<file path="config.mk">
export PLATFORM = sky130hd
export DESIGN_NAME = uart_rx_cmd_ctrl_flat
export DESIGN_NICKNAME = d
export VERILOG_FILES = /design/src/rtl/uart_rx_cmd_ctrl_pkg.sv /design/src/rtl/uart_rx_cmd_ctrl_if.sv /design/src/rtl/uart_rx_cmd_ctrl_sender.sv /design/src/rtl/uart_rx_cmd_ctrl.sv /design/src/flat_wrapper.sv
export SDC_FILE = /design/constraint.sdc
export NUM_CORES = 1
export LEC_CHECK = 0
export BUFFER_PORTS_ARGS = -buffer_cell sky130_fd_sc_hd__buf_4
export CAP_MARGIN = 30
export CORE_MARGIN = 2
export CORE_UTILIZATION = 50
export DETAILED_ROUTE_END_ITERATION = 7
export HOLD_SLACK_MARGIN = 0.08
export PLACE_DENSITY = 0.85
export SLEW_MARGIN = 10
export SYNTH_ARGS = -nofsm -noshare
export SYNTH_HDL_FRONTEND = slang
export SYNTH_SLANG_ARGS = --single-unit
</file>
<file path="constraint.sdc">
create_clock -name clk_i -period 2 [get_ports clk_i]
set_input_delay 0.4 -clock clk_i [delete_from_list [all_inputs] [get_ports clk_i]]
set_output_delay 0.4 -clock clk_i [all_outputs]
set_load 0.02 [all_outputs]
</file>
<file path="src/rtl/uart_rx_cmd_ctrl_pkg.sv">
// Shared widths, command codes, operand addresses and FSM state type
// for the UART command sequencer.
package uart_rx_cmd_ctrl_pkg;

  localparam int DATA_W = 8;
  localparam int ADDR_W = 4;
  localparam int FUN_W  = 4;

  localparam logic [DATA_W-1:0] CMD_WR      = 8'hAA;
  localparam logic [DATA_W-1:0] CMD_RD      = 8'hBB;
  localparam logic [DATA_W-1:0] CMD_ALU_OP  = 8'hCC;
  localparam logic [DATA_W-1:0] CMD_ALU_NOP = 8'hDD;

  localparam logic [ADDR_W-1:0] OPA_ADDR = 4'd0;
  localparam logic [ADDR_W-1:0] OPB_ADDR = 4'd1;

  typedef enum logic [3:0] {
    IDLE,
    WR_ADDR,
    WR_DATA,
    RD_ADDR,
    RD_WAIT,
    OPA,
    OPB,
    FUN,
    ALU_WAIT,
    TX_B0,
    TX_B1
  } state_e;

endpackage

</file>
<file path="src/rtl/uart_rx_cmd_ctrl_if.sv">
// Bus bundle between the command sequencer and its surroundings:
// UART receive bytes, register file, ALU and UART transmit handshake.
interface uart_rx_cmd_ctrl_if;
  import uart_rx_cmd_ctrl_pkg::*;

  logic [DATA_W-1:0]   rx_p_data;
  logic                rx_d_vld;
  logic                rx_par_err;
  logic                rx_stp_err;

  logic                rf_wr_en;
  logic                rf_rd_en;
  logic [ADDR_W-1:0]   rf_addr;
  logic [DATA_W-1:0]   rf_wr_data;
  logic [DATA_W-1:0]   rf_rd_data;
  logic                rf_rd_vld;

  logic                alu_en;
  logic [FUN_W-1:0]    alu_fun;
  logic [2*DATA_W-1:0] alu_out;
  logic                alu_vld;

  logic [DATA_W-1:0]   tx_data;
  logic                tx_vld;
  logic                tx_rdy;

  modport master (
    input  rx_p_data, rx_d_vld, rx_par_err, rx_stp_err,
    output rf_wr_en, rf_rd_en, rf_addr, rf_wr_data,
    input  rf_rd_data, rf_rd_vld,
    output alu_en, alu_fun,
    input  alu_out, alu_vld,
    output tx_data, tx_vld,
    input  tx_rdy
  );

  modport slave (
    output rx_p_data, rx_d_vld, rx_par_err, rx_stp_err,
    input  rf_wr_en, rf_rd_en, rf_addr, rf_wr_data,
    output rf_rd_data, rf_rd_vld,
    input  alu_en, alu_fun,
    output alu_out, alu_vld,
    input  tx_data, tx_vld,
    output tx_rdy
  );

endinterface

</file>
<file path="src/rtl/uart_rx_cmd_ctrl_sender.sv">
// Two-byte response holding register; presents bytes low-first over a
// valid/ready handshake after being loaded with a byte count of 1 or 2.
module uart_tx_rsp_sender
  import uart_rx_cmd_ctrl_pkg::*;
(
  input  logic                clk_i,
  input  logic                rst_i,
  input  logic                load_i,
  input  logic [2*DATA_W-1:0] load_data_i,
  input  logic [1:0]          load_cnt_i,
  input  logic                tx_rdy_i,
  output logic [DATA_W-1:0]   tx_data_o,
  output logic                tx_vld_o,
  output logic                accept_o,
  output logic                more_o
);

  logic [2*DATA_W-1:0] data_q, data_d;
  logic [1:0]          cnt_q, cnt_d;

  assign tx_vld_o  = (cnt_q != 2'd0);
  assign accept_o  = tx_vld_o & tx_rdy_i;
  assign more_o    = (cnt_q == 2'd2);
  assign tx_data_o = data_q[DATA_W-1:0];

  always_comb begin
    data_d = data_q;
    cnt_d  = cnt_q;
    if (load_i) begin
      data_d = load_data_i;
      cnt_d  = load_cnt_i;
    end else if (accept_o) begin
      // shift the high byte down so it is presented the very next cycle
      data_d = {{DATA_W{1'b0}}, data_q[2*DATA_W-1:DATA_W]};
      cnt_d  = cnt_q - 2'd1;
    end
  end

  always_ff @(posedge clk_i) begin
    if (rst_i) begin
      data_q <= '0;
      cnt_q  <= 2'd0;
    end else begin
      data_q <= data_d;
      cnt_q  <= cnt_d;
    end
  end

endmodule

</file>
<file path="src/rtl/uart_rx_cmd_ctrl.sv">
// Command sequencer: frames UART bytes into RF write/read and ALU commands and
// returns responses. Define RX_ERR_DROP_EN to abort frames on errored bytes.
module uart_rx_cmd_ctrl
  import uart_rx_cmd_ctrl_pkg::*;
(
  input  logic                clk_i,
  input  logic                rst_i,
  uart_rx_cmd_ctrl_if.master  bus,
  output logic                busy_o
);

  state_e              state_q, state_d;
  logic [ADDR_W-1:0]   addr_lat_q, addr_lat_d;
  logic                rf_wr_en_q, rf_wr_en_d;
  logic                rf_rd_en_q, rf_rd_en_d;
  logic [ADDR_W-1:0]   rf_addr_q, rf_addr_d;
  logic [DATA_W-1:0]   rf_wr_data_q, rf_wr_data_d;
  logic                alu_en_q, alu_en_d;
  logic [FUN_W-1:0]    alu_fun_q, alu_fun_d;

  logic                ld;
  logic [2*DATA_W-1:0] ld_data;
  logic [1:0]          ld_cnt;
  logic                tx_accept;
  logic                tx_more;
  logic                rx_ok;

`ifdef RX_ERR_DROP_EN
  logic rx_bad;
  assign rx_bad = bus.rx_d_vld & (bus.rx_par_err | bus.rx_stp_err);
  assign rx_ok  = bus.rx_d_vld & ~rx_bad;
`else
  assign rx_ok  = bus.rx_d_vld;
`endif

  always_comb begin
    state_d      = state_q;
    addr_lat_d   = addr_lat_q;
    rf_wr_en_d   = 1'b0;
    rf_rd_en_d   = 1'b0;
    alu_en_d     = 1'b0;
    rf_addr_d    = rf_addr_q;
    rf_wr_data_d = rf_wr_data_q;
    alu_fun_d    = alu_fun_q;
    ld           = 1'b0;
    ld_data      = '0;
    ld_cnt       = 2'd0;

    case (state_q)
      IDLE: if (rx_ok) begin
        case (bus.rx_p_data)
          CMD_WR:      state_d = WR_ADDR;
          CMD_RD:      state_d = RD_ADDR;
          CMD_ALU_OP:  state_d = OPA;
          CMD_ALU_NOP: state_d = FUN;
          default:     state_d = IDLE;
        endcase
      end
      WR_ADDR: if (rx_ok) begin
        addr_lat_d = bus.rx_p_data[ADDR_W-1:0];
        state_d    = WR_DATA;
      end
      WR_DATA: if (rx_ok) begin
        rf_wr_en_d   = 1'b1;
        rf_addr_d    = addr_lat_q;
        rf_wr_data_d = bus.rx_p_data;
        state_d      = IDLE;
      end
      RD_ADDR: if (rx_ok) begin
        rf_rd_en_d = 1'b1;
        rf_addr_d  = bus.rx_p_data[ADDR_W-1:0];
        state_d    = RD_WAIT;
      end
      RD_WAIT: if (bus.rf_rd_vld) begin
        ld      = 1'b1;
        ld_data = {{DATA_W{1'b0}}, bus.rf_rd_data};
        ld_cnt  = 2'd1;
        state_d = TX_B0;
      end
      OPA: if (rx_ok) begin
        rf_wr_en_d   = 1'b1;
        rf_addr_d    = OPA_ADDR;
        rf_wr_data_d = bus.rx_p_data;
        state_d      = OPB;
      end
      OPB: if (rx_ok) begin
        rf_wr_en_d   = 1'b1;
        rf_addr_d    = OPB_ADDR;
        rf_wr_data_d = bus.rx_p_data;
        state_d      = FUN;
      end
      FUN: if (rx_ok) begin
        alu_en_d  = 1'b1;
        alu_fun_d = bus.rx_p_data[FUN_W-1:0];
        state_d   = ALU_WAIT;
      end
      ALU_WAIT: if (bus.alu_vld) begin
        ld      = 1'b1;
        ld_data = bus.alu_out;
        ld_cnt  = 2'd2;
        state_d = TX_B0;
      end
      TX_B0: if (tx_accept) state_d = tx_more ? TX_B1 : IDLE;
      TX_B1: if (tx_accept) state_d = IDLE;
      default: state_d = IDLE;
    endcase

`ifdef RX_ERR_DROP_EN
    // only byte-collecting states own a frame; wait/TX states drop RX anyway
    if (rx_bad && (state_q inside {WR_ADDR, WR_DATA, RD_ADDR, OPA, OPB, FUN}))
      state_d = IDLE;
`endif
  end

  always_ff @(posedge clk_i) begin
    if (rst_i) begin
      state_q      <= IDLE;
      addr_lat_q   <= '0;
      rf_wr_en_q   <= 1'b0;
      rf_rd_en_q   <= 1'b0;
      rf_addr_q    <= '0;
      rf_wr_data_q <= '0;
      alu_en_q     <= 1'b0;
      alu_fun_q    <= '0;
    end else begin
      state_q      <= state_d;
      addr_lat_q   <= addr_lat_d;
      rf_wr_en_q   <= rf_wr_en_d;
      rf_rd_en_q   <= rf_rd_en_d;
      rf_addr_q    <= rf_addr_d;
      rf_wr_data_q <= rf_wr_data_d;
      alu_en_q     <= alu_en_d;
      alu_fun_q    <= alu_fun_d;
    end
  end

  uart_tx_rsp_sender u_sender (
    .clk_i       (clk_i),
    .rst_i       (rst_i),
    .load_i      (ld),
    .load_data_i (ld_data),
    .load_cnt_i  (ld_cnt),
    .tx_rdy_i    (bus.tx_rdy),
    .tx_data_o   (bus.tx_data),
    .tx_vld_o    (bus.tx_vld),
    .accept_o    (tx_accept),
    .more_o      (tx_more)
  );

  assign bus.rf_wr_en   = rf_wr_en_q;
  assign bus.rf_rd_en   = rf_rd_en_q;
  assign bus.rf_addr    = rf_addr_q;
  assign bus.rf_wr_data = rf_wr_data_q;
  assign bus.alu_en     = alu_en_q;
  assign bus.alu_fun    = alu_fun_q;
  assign busy_o         = (state_q != IDLE);

endmodule

</file>
<file path="src/flat_wrapper.sv">
// flat-port wrapper written by rule: the top's interface ports become plain ports
module uart_rx_cmd_ctrl_flat import uart_rx_cmd_ctrl_pkg::*;
  (clk_i, rst_i, busy_o, bus_rx_p_data, bus_rx_d_vld, bus_rx_par_err, bus_rx_stp_err, bus_rf_wr_en, bus_rf_rd_en, bus_rf_addr, bus_rf_wr_data, bus_rf_rd_data, bus_rf_rd_vld, bus_alu_en, bus_alu_fun, bus_alu_out, bus_alu_vld, bus_tx_data, bus_tx_vld, bus_tx_rdy);
  uart_rx_cmd_ctrl_if bus_i ();
  input  logic clk_i;
  input  logic rst_i;
  output logic busy_o;
  input wire logic [$bits(bus_i.rx_p_data)-1:0] bus_rx_p_data;
  input wire logic [$bits(bus_i.rx_d_vld)-1:0] bus_rx_d_vld;
  input wire logic [$bits(bus_i.rx_par_err)-1:0] bus_rx_par_err;
  input wire logic [$bits(bus_i.rx_stp_err)-1:0] bus_rx_stp_err;
  output wire logic [$bits(bus_i.rf_wr_en)-1:0] bus_rf_wr_en;
  output wire logic [$bits(bus_i.rf_rd_en)-1:0] bus_rf_rd_en;
  output wire logic [$bits(bus_i.rf_addr)-1:0] bus_rf_addr;
  output wire logic [$bits(bus_i.rf_wr_data)-1:0] bus_rf_wr_data;
  input wire logic [$bits(bus_i.rf_rd_data)-1:0] bus_rf_rd_data;
  input wire logic [$bits(bus_i.rf_rd_vld)-1:0] bus_rf_rd_vld;
  output wire logic [$bits(bus_i.alu_en)-1:0] bus_alu_en;
  output wire logic [$bits(bus_i.alu_fun)-1:0] bus_alu_fun;
  input wire logic [$bits(bus_i.alu_out)-1:0] bus_alu_out;
  input wire logic [$bits(bus_i.alu_vld)-1:0] bus_alu_vld;
  output wire logic [$bits(bus_i.tx_data)-1:0] bus_tx_data;
  output wire logic [$bits(bus_i.tx_vld)-1:0] bus_tx_vld;
  input wire logic [$bits(bus_i.tx_rdy)-1:0] bus_tx_rdy;
  assign bus_i.rx_p_data = bus_rx_p_data;
  assign bus_i.rx_d_vld = bus_rx_d_vld;
  assign bus_i.rx_par_err = bus_rx_par_err;
  assign bus_i.rx_stp_err = bus_rx_stp_err;
  assign bus_rf_wr_en = bus_i.rf_wr_en;
  assign bus_rf_rd_en = bus_i.rf_rd_en;
  assign bus_rf_addr = bus_i.rf_addr;
  assign bus_rf_wr_data = bus_i.rf_wr_data;
  assign bus_i.rf_rd_data = bus_rf_rd_data;
  assign bus_i.rf_rd_vld = bus_rf_rd_vld;
  assign bus_alu_en = bus_i.alu_en;
  assign bus_alu_fun = bus_i.alu_fun;
  assign bus_i.alu_out = bus_alu_out;
  assign bus_i.alu_vld = bus_alu_vld;
  assign bus_tx_data = bus_i.tx_data;
  assign bus_tx_vld = bus_i.tx_vld;
  assign bus_i.tx_rdy = bus_tx_rdy;
  uart_rx_cmd_ctrl u_core (.clk_i(clk_i), .rst_i(rst_i), .bus(bus_i), .busy_o(busy_o));
endmodule
</file>
==> metrics.txt <==
Post-CTS Setup Bufs=0; endpoints failing hold=0; M1 WL=2240 um; worst-path cell chain=buf_4, nor2_2, nand2_1, buf_4; main flop type after synthesis=dfxtp_1; FF+latch count, synth=45; gr usage total=22.0%; GRT overflow=0; Worst Setup Start Kind=flip-flop; Yosys top cell area share=39.6%; syn nets=302; Root Buffer=clkbuf_8; Syn. warnings=0; CTS buffer count=5; fmax=541 MHz; commonest cells after routing, fill and taps aside=buf_4, dfxtp_1, nor2_1; peak supply drop=458 uV; fin. max-slew vios=0; Layout area overhead=25.5%; Max-slew headroom=63.8%; fin cells=370; fraction of registers with async set or reset after synthesis=0%; Top cell by count, worst path=buf_4; Die Ht=71.5 um; PD cells=734 mW/mm^2; first-pass GRT wire length=9010 um; clock net sink count=45; worst clock skew=6.40 ps; CP max-delay cell=dfxtp_1; unrepaired setup endpoints after global routing=no; Hold Path Class=in2reg; Worst-Margin Slew=542 ps; HPWL Detailed=3870 um; initial antenna violation count=0; H-tree Lvls=2; via count=2034; met2 wire len=2650 um; # setup viols final=0; vias in the first global route=1982; Final period util=92.3%; Avg Cell Area, Syn=8.75 um^2; Max stage delay on crit path=640 ps; Inserted Diodes=0; most common cell after layout, fill and taps aside=buf_4; DRT Wirelength=5320 um; routed length per instance=14.4 um; ANT nets after route=0; Synth area leaders=dfxtp_1, mux2i_1, nor2_1, a22oi_1, buf_4; Final #Nets=359; clk_lat worst skew=300 ps; Final min period=1850 ps; # rows=24; max-cap viol count=0; outcome=complete, no violations; CTS Hold Bufs=0; EDFF count, synth=0; placed cells=362; vias per inst=5.50; Resized cells post-CTS=0; Post-Syn Area=0.00227 mm^2; Initial Util=52.2%; largest net degree at the start of global routing=46; Critical Path AT=1450 ps; Die W=71.5 um; Clock Path Buffers=2; DR pass1 iterations=5; kind of end point of the critical path=output pin; share of layout cells above drive strength 1=28.6%; highest routed layer=met4; Core Box Area=0.00435 mm^2; required time worst endpoint=1600 ps; I/O Buffers=66; die area=0.00511 mm^2; top fanout value on the critical path=11; Mapped Cells=260; setup_tns=0 ps; io pins=69; Leak=1.16 nW; area leader, netlist=dfxtp_1; count of different cell masters after synthesis=45; Seq/Total Area, Yosys=39.6%; TritonCTS clock tree=yes; Clk pin slew, worst setup/hold paths=80 ps; drt drc=0; critical setup path kind=reg2out; routed wl met3=365 um; Placer Congestion=0.854; DRT iter0 DRCs=132
[critical path: cells and delay by family (launching register included)]
family	cells	cell delay [ps]
DFF	1	640
buffers and inverters	2	390
and+or+nand+nor	2	120
[power breakdown]
| part | internal (mW) | switching [mW] | leakage, nW |
|---|---|---|---|
| Clock | 0.407 | 0.293 | 0.0585 |
| Sequential | 0.940 | 0.0336 | 0.364 |
| Combinational | 0.195 | 0.228 | 0.742 |
[registers in the layout, indices dropped and copies added, names as in the netlist]
signal	cells
u_core.bus.rf_wr_en	1
u_core.u_sender.cnt_q	2
u_core.addr_lat_q	4
u_core.bus.rf_rd_en	1
u_core.state_q	4
u_core.bus.alu_en	1
u_core.bus.rf_addr	4
u_core.u_sender.data_q	16
u_core.bus.alu_fun	4
u_core.bus.rf_wr_data	8
[stage by stage]
step | hold WS (ps) | utilization (%) | cell area [um^2] | setup slack (ps) | power, mW
floorplan | 429 | - | 2270 | 489 | 1.28
global placement | 435 | 62.9 | 2740 | 234 | 1.40
detailed placement | 442 | 62.9 | 2740 | 182 | 1.42
CTS | 351 | 65.6 | 2860 | 151 | 2.11
global route | 355 | 65.6 | 2860 | 47.8 | 2.18
finish | 352 | 65.6 | 2860 | 153 | 2.10
[metal layers]
layer,up-vias,global-route usage (%)
met5,-,0
met2,63,37.0
li1,1012,-
met3,6,5.91
met4,0,6.71
met1,953,27.6
[path summary, 6_finish.rpt]
kind	start	to	slack, ps	cells after the start
worst max-delay path	u_core.state_q[0]	busy_o	150	4
worst min-delay path	bus_alu_out[15]	u_core.u_sender.data_q[15]	350	3
worst min register to register	u_core.u_sender.data_q[11]	u_core.u_sender.data_q[11]	450	2
worst max register to register	u_core.state_q[2]	u_core.state_q[2]	170	5
[synthesized netlist by cell type (2+ instances only)]
cell / n
ha_1: 2
a22oi_1: 13
a21oi_1: 12
clkbuf_1: 5
inv_1: 6
a211oi_1: 8
mux2i_1: 20
nor2_1: 41
buf_2: 5
xnor2_1: 3
nand2b_1: 5
dfxtp_1: 45
nor2b_1: 5
buf_4: 12
nand2_1: 24
nand3_1: 3
and3b_1: 3
and2_1: 4
o21ai_0: 11
nor3_1: 4
buf_6: 3
o2bb2ai_1: 3
[kinds of logic (layout without fill, tap and decap cells)]
family | count (synthesis) | in the layout | share of synthesized area (%)
buffers and inverters | 32 | 90 | 8.53
xor gates and xnor gates | 3 | 3 | 1.16
muxes | 21 | 21 | 9.46
adders and majority gates | 2 | 2 | 1.10
and+or+nand+nor | 98 | 98 | 21.1
DFF | 45 | 45 | 39.6
AOI/OAI and AO/OA | 59 | 59 | 19.0
[area by class of cell]
cell class              instances  area [um^2]
clock inverters                 1         30.0
repair buffers                 76          571
fillers                       349         1500
well taps                      52         65.1
multi-input cells             183         1180
inverters                       6         22.5
flip-flops and latches         45          901
clock buffers                   7         86.3
Note: power is estimated with default switching activity, not from simulation.
